### config.mk
export PLATFORM = sky130hd
export DESIGN_NAME = led_pwm_multi
export DESIGN_NICKNAME = d
export VERILOG_FILES = /design/src/rtl/led_pwm_multi.sv
export SDC_FILE = /design/constraint.sdc
export NUM_CORES = 1
export LEC_CHECK = 0
export CORE_ASPECT_RATIO = 0.5
export CORE_MARGIN = 2
export CORE_UTILIZATION = 48
export DETAILED_ROUTE_END_ITERATION = 10
export PLACE_DENSITY = 0.81
export SKIP_LAST_GASP = 1
export SYNTH_ARGS = -nofsm -noshare
export SYNTH_HDL_FRONTEND = slang
export SYNTH_SLANG_ARGS = --single-unit
### constraint.sdc
create_clock -name clk -period 6 [get_ports clk]
set_input_delay 1.2 -clock clk [delete_from_list [all_inputs] [get_ports clk]]
set_output_delay 1.2 -clock clk [all_outputs]
set_load 0.005 [all_outputs]
### src/rtl/led_pwm_multi.sv
// Multi-channel LED PWM dimmer with per-channel duty ramping.
//
// led_pwm_ch    : one LED channel. It holds the duty register, the breathe
//                 direction flag and the registered active-low LED drive.
// led_pwm_multi : the top level. It holds the shared PWM counter and the
//                 duty-step prescaler, plus an array of channel instances.
//
// Ports (top)
//   clk     in   sole clock, rising edge
//   rst_n   in   synchronous active-low reset
//   enable  in   [NUM_CH]        per-channel run/light enable
//   clear   in   [NUM_CH]        per-channel synchronous duty clear
//   mode    in   [2*NUM_CH]      per-channel mode: 00 hold, 01 up, 10 down, 11 breathe
//   led_n   out  [NUM_CH]        active-low LED drive, registered
//   duty    out  [CNT_W*NUM_CH]  per-channel duty value
//   tick    out                  one-clock duty-step pulse

module led_pwm_ch #(
  parameter int CNT_W    = 8,
  parameter int DUTY_MAX = 200
) (
  input  logic             clk,
  input  logic             rst_n,
  input  logic             tick_i,
  input  logic             en_i,
  input  logic             clr_i,
  input  logic [1:0]       mode_i,
  input  logic [CNT_W-1:0] pwm_i,
  output logic             led_n_o,
  output logic [CNT_W-1:0] duty_o
);
  localparam logic [CNT_W-1:0] MAXV = CNT_W'(DUTY_MAX - 1);
  localparam logic [CNT_W-1:0] ONE  = CNT_W'(1);

  logic [CNT_W-1:0] duty_q, duty_d;
  logic             dir_q, dir_d;
  logic             led_n_q;

  always_comb begin
    duty_d = duty_q;
    dir_d  = dir_q;
    if (duty_q > MAXV) begin
      // Out-of-range value: recover to zero on the next step.
      duty_d = '0;
    end else begin
      unique case (mode_i)
        2'b01: duty_d = (duty_q == MAXV) ? '0 : duty_q + ONE;
        2'b10: duty_d = (duty_q == '0) ? MAXV : duty_q - ONE;
        2'b11: begin
          // At either end the bounce direction wins over a stale flag.
          if (duty_q == MAXV) begin
            duty_d = duty_q - ONE;
            dir_d  = 1'b0;
          end else if (duty_q == '0) begin
            duty_d = duty_q + ONE;
            dir_d  = 1'b1;
          end else if (dir_q) begin
            duty_d = duty_q + ONE;
            if (duty_d == MAXV) dir_d = 1'b0;
          end else begin
            duty_d = duty_q - ONE;
            if (duty_d == '0) dir_d = 1'b1;
          end
        end
        default: ;
      endcase
    end
  end

  always_ff @(posedge clk) begin
    if (!rst_n) begin
      duty_q  <= '0;
      dir_q   <= 1'b1;
      led_n_q <= 1'b1;
    end else begin
      led_n_q <= ~(en_i && (duty_q > pwm_i));
      if (clr_i) begin
        duty_q <= '0;
        dir_q  <= 1'b1;
      end else if (tick_i && en_i) begin
        duty_q <= duty_d;
        dir_q  <= dir_d;
      end
    end
  end

  assign led_n_o = led_n_q;
  assign duty_o  = duty_q;
endmodule

module led_pwm_multi #(
  parameter int NUM_CH   = 4,
  parameter int CNT_W    = 8,
  parameter int DUTY_MAX = 200,
  parameter int STEP_DIV = 1024
) (
  input  logic                    clk,
  input  logic                    rst_n,
  input  logic [NUM_CH-1:0]       enable,
  input  logic [NUM_CH-1:0]       clear,
  input  logic [2*NUM_CH-1:0]     mode,
  output logic [NUM_CH-1:0]       led_n,
  output logic [CNT_W*NUM_CH-1:0] duty,
  output logic                    tick
);
  localparam int               PW   = (STEP_DIV > 1) ? $clog2(STEP_DIV) : 1;
  localparam logic [PW-1:0]    PMAX = PW'(STEP_DIV - 1);
  localparam logic [CNT_W-1:0] MAXV = CNT_W'(DUTY_MAX - 1);

  logic [CNT_W-1:0] pwm_q, pwm_d;
  logic [PW-1:0]    presc_q, presc_d;
  logic             tick_q;

  always_comb begin
    pwm_d   = (pwm_q == MAXV) ? '0 : pwm_q + CNT_W'(1);
    presc_d = (presc_q == PMAX) ? '0 : presc_q + PW'(1);
  end

  // tick is registered from the next prescaler value, so it is high exactly
  // while presc_q sits at STEP_DIV-1. It stays low in reset, even when
  // STEP_DIV is 1.
  always_ff @(posedge clk) begin
    if (!rst_n) begin
      pwm_q   <= '0;
      presc_q <= '0;
      tick_q  <= 1'b0;
    end else begin
      pwm_q   <= pwm_d;
      presc_q <= presc_d;
      tick_q  <= (presc_d == PMAX);
    end
  end

  assign tick = tick_q;

  for (genvar i = 0; i < NUM_CH; i++) begin : g_ch
    led_pwm_ch #(.CNT_W(CNT_W), .DUTY_MAX(DUTY_MAX)) u_ch (
      .clk     (clk),
      .rst_n   (rst_n),
      .tick_i  (tick_q),
      .en_i    (enable[i]),
      .clr_i   (clear[i]),
      .mode_i  (mode[2*i +: 2]),
      .pwm_i   (pwm_q),
      .led_n_o (led_n[i]),
      .duty_o  (duty[CNT_W*i +: CNT_W])
    );
  end
endmodule

==> results of run 1 <==
## registers in the layout, summed over array words and instances (netlist names)
signal             cells
presc_q               10
pwm_q                  8
g_ch.u_ch.led_n_o      4
g_ch.u_ch.duty_o      32
tick                   1
g_ch.u_ch.dir_q        4
## stage by stage
step	worst slack, ns	util (%)	cell area (sq um)
3_3_place_gp	2.75	53.9	6420
5_1_grt	2.83	56.4	6720
6_report	2.92	56.4	6720
3_5_place_dp	2.67	53.9	6420
2_1_floorplan	3.37	-	5920
4_1_cts	2.94	56.4	6720
## worst register-to-register path, stage by stage, from the launching register on
cell	delay, ns
dfxtp_1	0.64
ha_1	0.45
nand3b_1	0.23
nor4_4	0.40
a22oi_1	0.18
o31a_1	0.34
a21o_1	0.18
a22o_1	0.17
## layer usage
metal,wire (microns),share of wire [%],up-vias,track usage (%)
li1,-,-,2872,-
met1,7400,47,2805,30.8
met2,7220,46,209,38.9
met3,969,6.1,25,4.95
met4,208,1.3,0,7.14
met5,0,0,-,0
## cell usage after synthesis (6+ instances only)
library cell	number	area share [%]
buf_2	12	1.0
nor2_1	70	4.4
nand3_1	38	3.2
ha_1	55	12
a31oi_1	7	0.74
o21a_1	13	1.6
dfxtp_1	59	20
nor3_1	25	2.1
inv_1	31	2.0
nand3b_1	6	0.76
nor3b_1	12	1.5
o22ai_1	8	0.85
o21ai_0	39	3.3
nor2b_1	16	1.7
nand4_1	14	1.5
a21oi_1	50	4.2
a21o_1	6	0.76
o31ai_1	12	1.5
and2_1	11	1.2
and3_1	8	0.85
xor2_1	16	2.4
or3_1	8	0.85
o221ai_1	9	1.3
xnor2_1	27	4.0
mux2i_1	7	1.2
nand2_1	52	3.3
nand4b_1	6	0.89
nor4_1	6	0.63
nand2b_1	13	1.4
clkbuf_1	23	1.5
## layout make-up
type	count	area [sq um]
Tap cell	165	206
Clock inverter	5	52.6
Multi-Input combinational cell	632	4370
Fill cell	1099	5190
Inverter	32	120
Timing Repair Buffer	55	548
Clock buffer	11	243
Sequential cell	59	1180
## cell families after synthesis
logic type | after synthesis
flip-flops | 59
AO/OA/AOI/OAI | 217
XOR/XNOR | 43
adder cells (fa/ha/maj) | 55
AND/OR/NAND/NOR | 308
buffers and inverters | 81
multiplexers | 9
## power groups by stage
stage / Clock [mW] / Combinational, mW / Sequential (mW)
2_1_floorplan: 0 / 0.0788 / 0.410
3_3_place_gp: 0 / 0.107 / 0.412
3_5_place_dp: 0 / 0.110 / 0.413
4_1_cts: 0.517 / 0.112 / 0.405
5_1_grt: 0.537 / 0.124 / 0.405
6_report: 0.510 / 0.113 / 0.405
## final timing paths
check / startpoint / to / slack [ns]
max: g_ch[3].u_ch.duty_o[5] / duty[29] / 2.92
min: presc_q[4] / tick / 0.52
max reg2reg: g_ch[3].u_ch.duty_o[1] / g_ch[3].u_ch.duty_o[7] / 3.32
min reg2reg: presc_q[4] / tick / 0.52
==> flow_metrics.tcl, run 1 <==
set metrics [dict create \
    critPathBufInv 1 \
    vias_per_cell 6.16 \
    post_cts_buffers 0 \
    ir_drop_mv 0.146 \
    grt_start_max_net_pins 23 \
    synth_xor_area_share_pct 6.37 \
    crit_chain "clkdlybuf4s50_1" \
    postRouteAntennaNets 0 \
    top_level_ports 55 \
    cts-root-buf "clkbuf_16" \
    hold_viol_final 0 \
    max_cap_viol_count 0 \
    syn_area_sq_um 5920 \
    num_vias 5911 \
    synth_edf_count 0 \
    dp_cells 943 \
    antenna_found_initial 0 \
    diodes 0 \
    synthAdderAreaFrac_pct 11.6 \
    setup_viol_count_final 0 \
    area_growth_pct 13.6 \
    dp_hpwl_microns 11500 \
    cts_tree "built" \
    hold_buffers 0 \
    synth-compound-area-share_pct 25.5 \
    yosysSeqAreaShare_pct 20.0 \
    fin_crit_ns 3.08 \
    clock_skew_ns 0.00570 \
    synth_top_flop_cell "dfxtp_1" \
    crit_arrival_ns 1.88 \
    clockPowerShare_pct 49.6 \
    internal_power_uw 779 \
    clockBufferDepth 2 \
    switchingPower_uw 248 \
    worst_pin_slew_ns 1.05 \
    grt_pass1_vias 5257 \
    finalMaxSlewViolations 0 \
    path_class "register to primary output" \
    period_share_pct 51.3 \
    leakage_nw 2.46 \
    final.setup.tns_ns 0 \
    critical_path.endpoint_type "primary output" \
    synth_cells 772 \
    synth_top_family_by_area "simple AND/OR/NAND/NOR gates" \
    finalWeightedCongestion 0.930 \
    post_drt_wl_per_cell_microns 16.5 \
    switching_share_pct 24.2 \
    cts.repair.resized 0 \
    crit_family "flip-flops" \
    synthesis.nets 845 \
    reg2reg_depth 7 \
    syn_avg_cell_area_sq_um 7.66 \
    fmaxAchievable_mhz 325 \
    whs_ns 0.515 \
    cp_max_fo 18 \
    grt_overflow 0 \
    synthMuxAreaShare_pct 1.63 \
    start_util_pct 49.7 \
    die_w_microns 161 \
    core_area_sq_um 11900 \
    pwr-share-seq_pct 39.4 \
    layout_commonest_cell "nor2_1" \
    clk_pin_slew_worst_paths_ns 0.05 \
    final_cell_mix "nor2_1, dfxtp_1, ha_1" \
    synth_cell_types 82 \
    ys_ff_latch 59 \
    whs_path_depth 2 \
    die_h_microns 82.5 \
    h-tree-depth 3 \
    firstDrtPassIters 5 \
    comb_power_share_pct 11.0 \
    drive_gt1_share_pct 5.92 \
    status "finished, final reports clean" \
    power_per_cell_area_nw_per_um2 153 \
    cp.required_ns 4.80 \
    cpPeakStageDelay_ns 0.89 \
    crit_path_start_kind "register" \
    cp_slowest_cell "dfxtp_1" \
    port_buffers 54 \
    min_path_type "register to register" \
    die_area_sq_um 13300 \
    grt_usage_pct 23.3 \
    cts_made_buffers 9 \
    route.detailed.drc 0 \
    synthSimpleGateAreaFrac_pct 28.6 \
    finalNonFillerCells 959 \
    first_iter_violations 450 \
    insertion_delay_ns 0.33 \
    total_power_mw 1.03 \
    cts_sinks 59 \
    max-slew-margin-rel_pct 29.1 \
    row_count 28 \
    final_net_count 862 \
    async_flop_share_pct 0 \
    ys_warn_count 0 \
    grt_pass1_wl_microns 25500 \
    totalWireLength_microns 15800 \
    path_depth 1 \
    rsz0062_at_grt "no" \
]
(Power assumes the default switching activity.)
==> inputs of run 2 (changes only) <==
==> constraint.sdc (replaced) <==
create_clock -name clk -period 3.1 [get_ports clk]
set_input_delay 0.62 -clock clk [delete_from_list [all_inputs] [get_ports clk]]
set_output_delay 0.62 -clock clk [all_outputs]
set_load 0.005 [all_outputs]
==> flow_metrics.tcl, run 2 (synthesis results as in run 1) <==
set metrics [dict create \
    status "finished, final reports clean" \
    postRouteAntennaNets 0 \
    num_vias 6026 \
    cts_tree "built" \
    diodes 0 \
    post_cts_buffers 0 \
    port_buffers 54 \
    cts.repair.resized 0 \
    cp_slowest_cell "dfxtp_1" \
    cpPeakStageDelay_ns 0.88 \
    clockBufferDepth 2 \
    critical_path.endpoint_type "primary output" \
    internal_power_mw 1.58 \
    ir_drop_mv 0.308 \
    cts-root-buf "clkbuf_16" \
    die_area_sq_um 13300 \
    pwr-share-seq_pct 37.5 \
    firstDrtPassIters 7 \
    rsz0062_at_grt "no" \
    crit_path_start_kind "register" \
    finalWeightedCongestion 0.954 \
    power_per_cell_area_nw_per_um2 307 \
    final_cell_mix "nor2_1, dfxtp_1, ha_1" \
    hold_buffers 0 \
    insertion_delay_ns 0.34 \
    start_util_pct 49.7 \
    cts_sinks 59 \
    max_cap_viol_count 0 \
    finalMaxSlewViolations 0 \
    layout_commonest_cell "nor2_1" \
    dp_hpwl_microns 11600 \
    switchingPower_uw 512 \
    first_iter_violations 682 \
    crit_arrival_ns 1.86 \
    clockPowerShare_pct 51.8 \
    min_path_type "register to register" \
    post_drt_wl_per_cell_microns 16.5 \
    die_h_microns 82.5 \
    route.detailed.drc 0 \
    cp_max_fo 18 \
    fmaxAchievable_mhz 403 \
    fin_crit_ns 2.48 \
    grt_pass1_vias 5344 \
    cp.required_ns 2.48 \
    final_net_count 871 \
    area_growth_pct 15.1 \
    path_class "register to primary output" \
    switching_share_pct 24.5 \
    top_level_ports 55 \
    setup_viol_count_final 0 \
    finalNonFillerCells 968 \
    h-tree-depth 3 \
    clock_skew_ns 0.00630 \
    hold_viol_final 0 \
    vias_per_cell 6.23 \
    worst_pin_slew_ns 1.00 \
    critPathBufInv 1 \
    final.setup.tns_ns 0 \
    max-slew-margin-rel_pct 32.2 \
    dp_cells 952 \
    crit_chain "clkdlybuf4s50_1" \
    crit_family "flip-flops" \
    grt_usage_pct 24.1 \
    fin_util_pct 57.2 \
    period_share_pct 80.0 \
    leakage_nw 2.51 \
    grt_overflow 0 \
    comb_power_share_pct 10.7 \
    core_area_sq_um 11900 \
    die_w_microns 161 \
    antenna_found_initial 0 \
    largest_reg_flops 32 \
    totalWireLength_microns 16000 \
    clk_pin_slew_worst_paths_ns 0.05 \
    grt_pass1_wl_microns 26100 \
    drive_gt1_share_pct 6.97 \
    row_count 28 \
    cts_made_buffers 9 \
    grt_start_max_net_pins 20 \
]
## run 2: cell types whose count changed in the layout (fill, tap and decap cells not counted)
cell and delta:
bufinv_16 +1, clkinv_2 -2, buf_4 +9, clkbuf_8 -1, clkinv_4 +2
## run 2: final cells by class
cell class | instances | area (sq um)
Fill cell | 1093 | 5100
Inverter | 32 | 120
Tap cell | 165 | 206
Multi-Input combinational cell | 632 | 4370
Clock inverter | 6 | 90.1
Sequential cell | 59 | 1180
Clock buffer | 10 | 229
Timing Repair Buffer | 64 | 616
## run 2: layer usage
| layer | part of all wire, % | global-route usage (%) | vias to the layer above |
|---|---|---|---|
| li1 | - | - | 2901 |
| met1 | 44 | 32.3 | 2823 |
| met2 | 46 | 40.2 | 280 |
| met3 | 8.6 | 4.95 | 22 |
| met4 | 1.3 | 5.89 | 0 |
| met5 | 0 | 0 | - |
## run 2: stage by stage
step,setup WS [ns],power [mW],cell area [sq um],hold WS (ns)
2_1_floorplan,0.846,0.946,5920,0.460
3_3_place_gp,0.557,1.01,6490,0.488
3_5_place_dp,0.449,1.02,6490,0.500
4_1_cts,0.599,2.10,6810,0.513
5_1_grt,0.444,2.16,6810,0.545
6_report,0.620,2.09,6810,0.514
## run 2: power by group through the flow
stage	combinational, mW	clock [mW]	sequential, mW
after floorplan	0.153	0	0.794
final	0.223	1.08	0.783
after CTS	0.220	1.10	0.782
after detailed placement	0.218	0	0.799
after global routing	0.247	1.13	0.784
after global placement	0.210	0	0.798
## run 2: final timing paths
check                                             from                     end  slack (ns)  cells past startpoint
worst min register to register              presc_q[0]              presc_q[0]        0.51                      1
worst max-delay path            g_ch[3].u_ch.duty_o[5]                duty[29]        0.62                      1
worst max register to register  g_ch[3].u_ch.duty_o[2]  g_ch[3].u_ch.duty_o[7]        0.64                      6
worst min-delay path                        presc_q[0]              presc_q[0]        0.51                      1
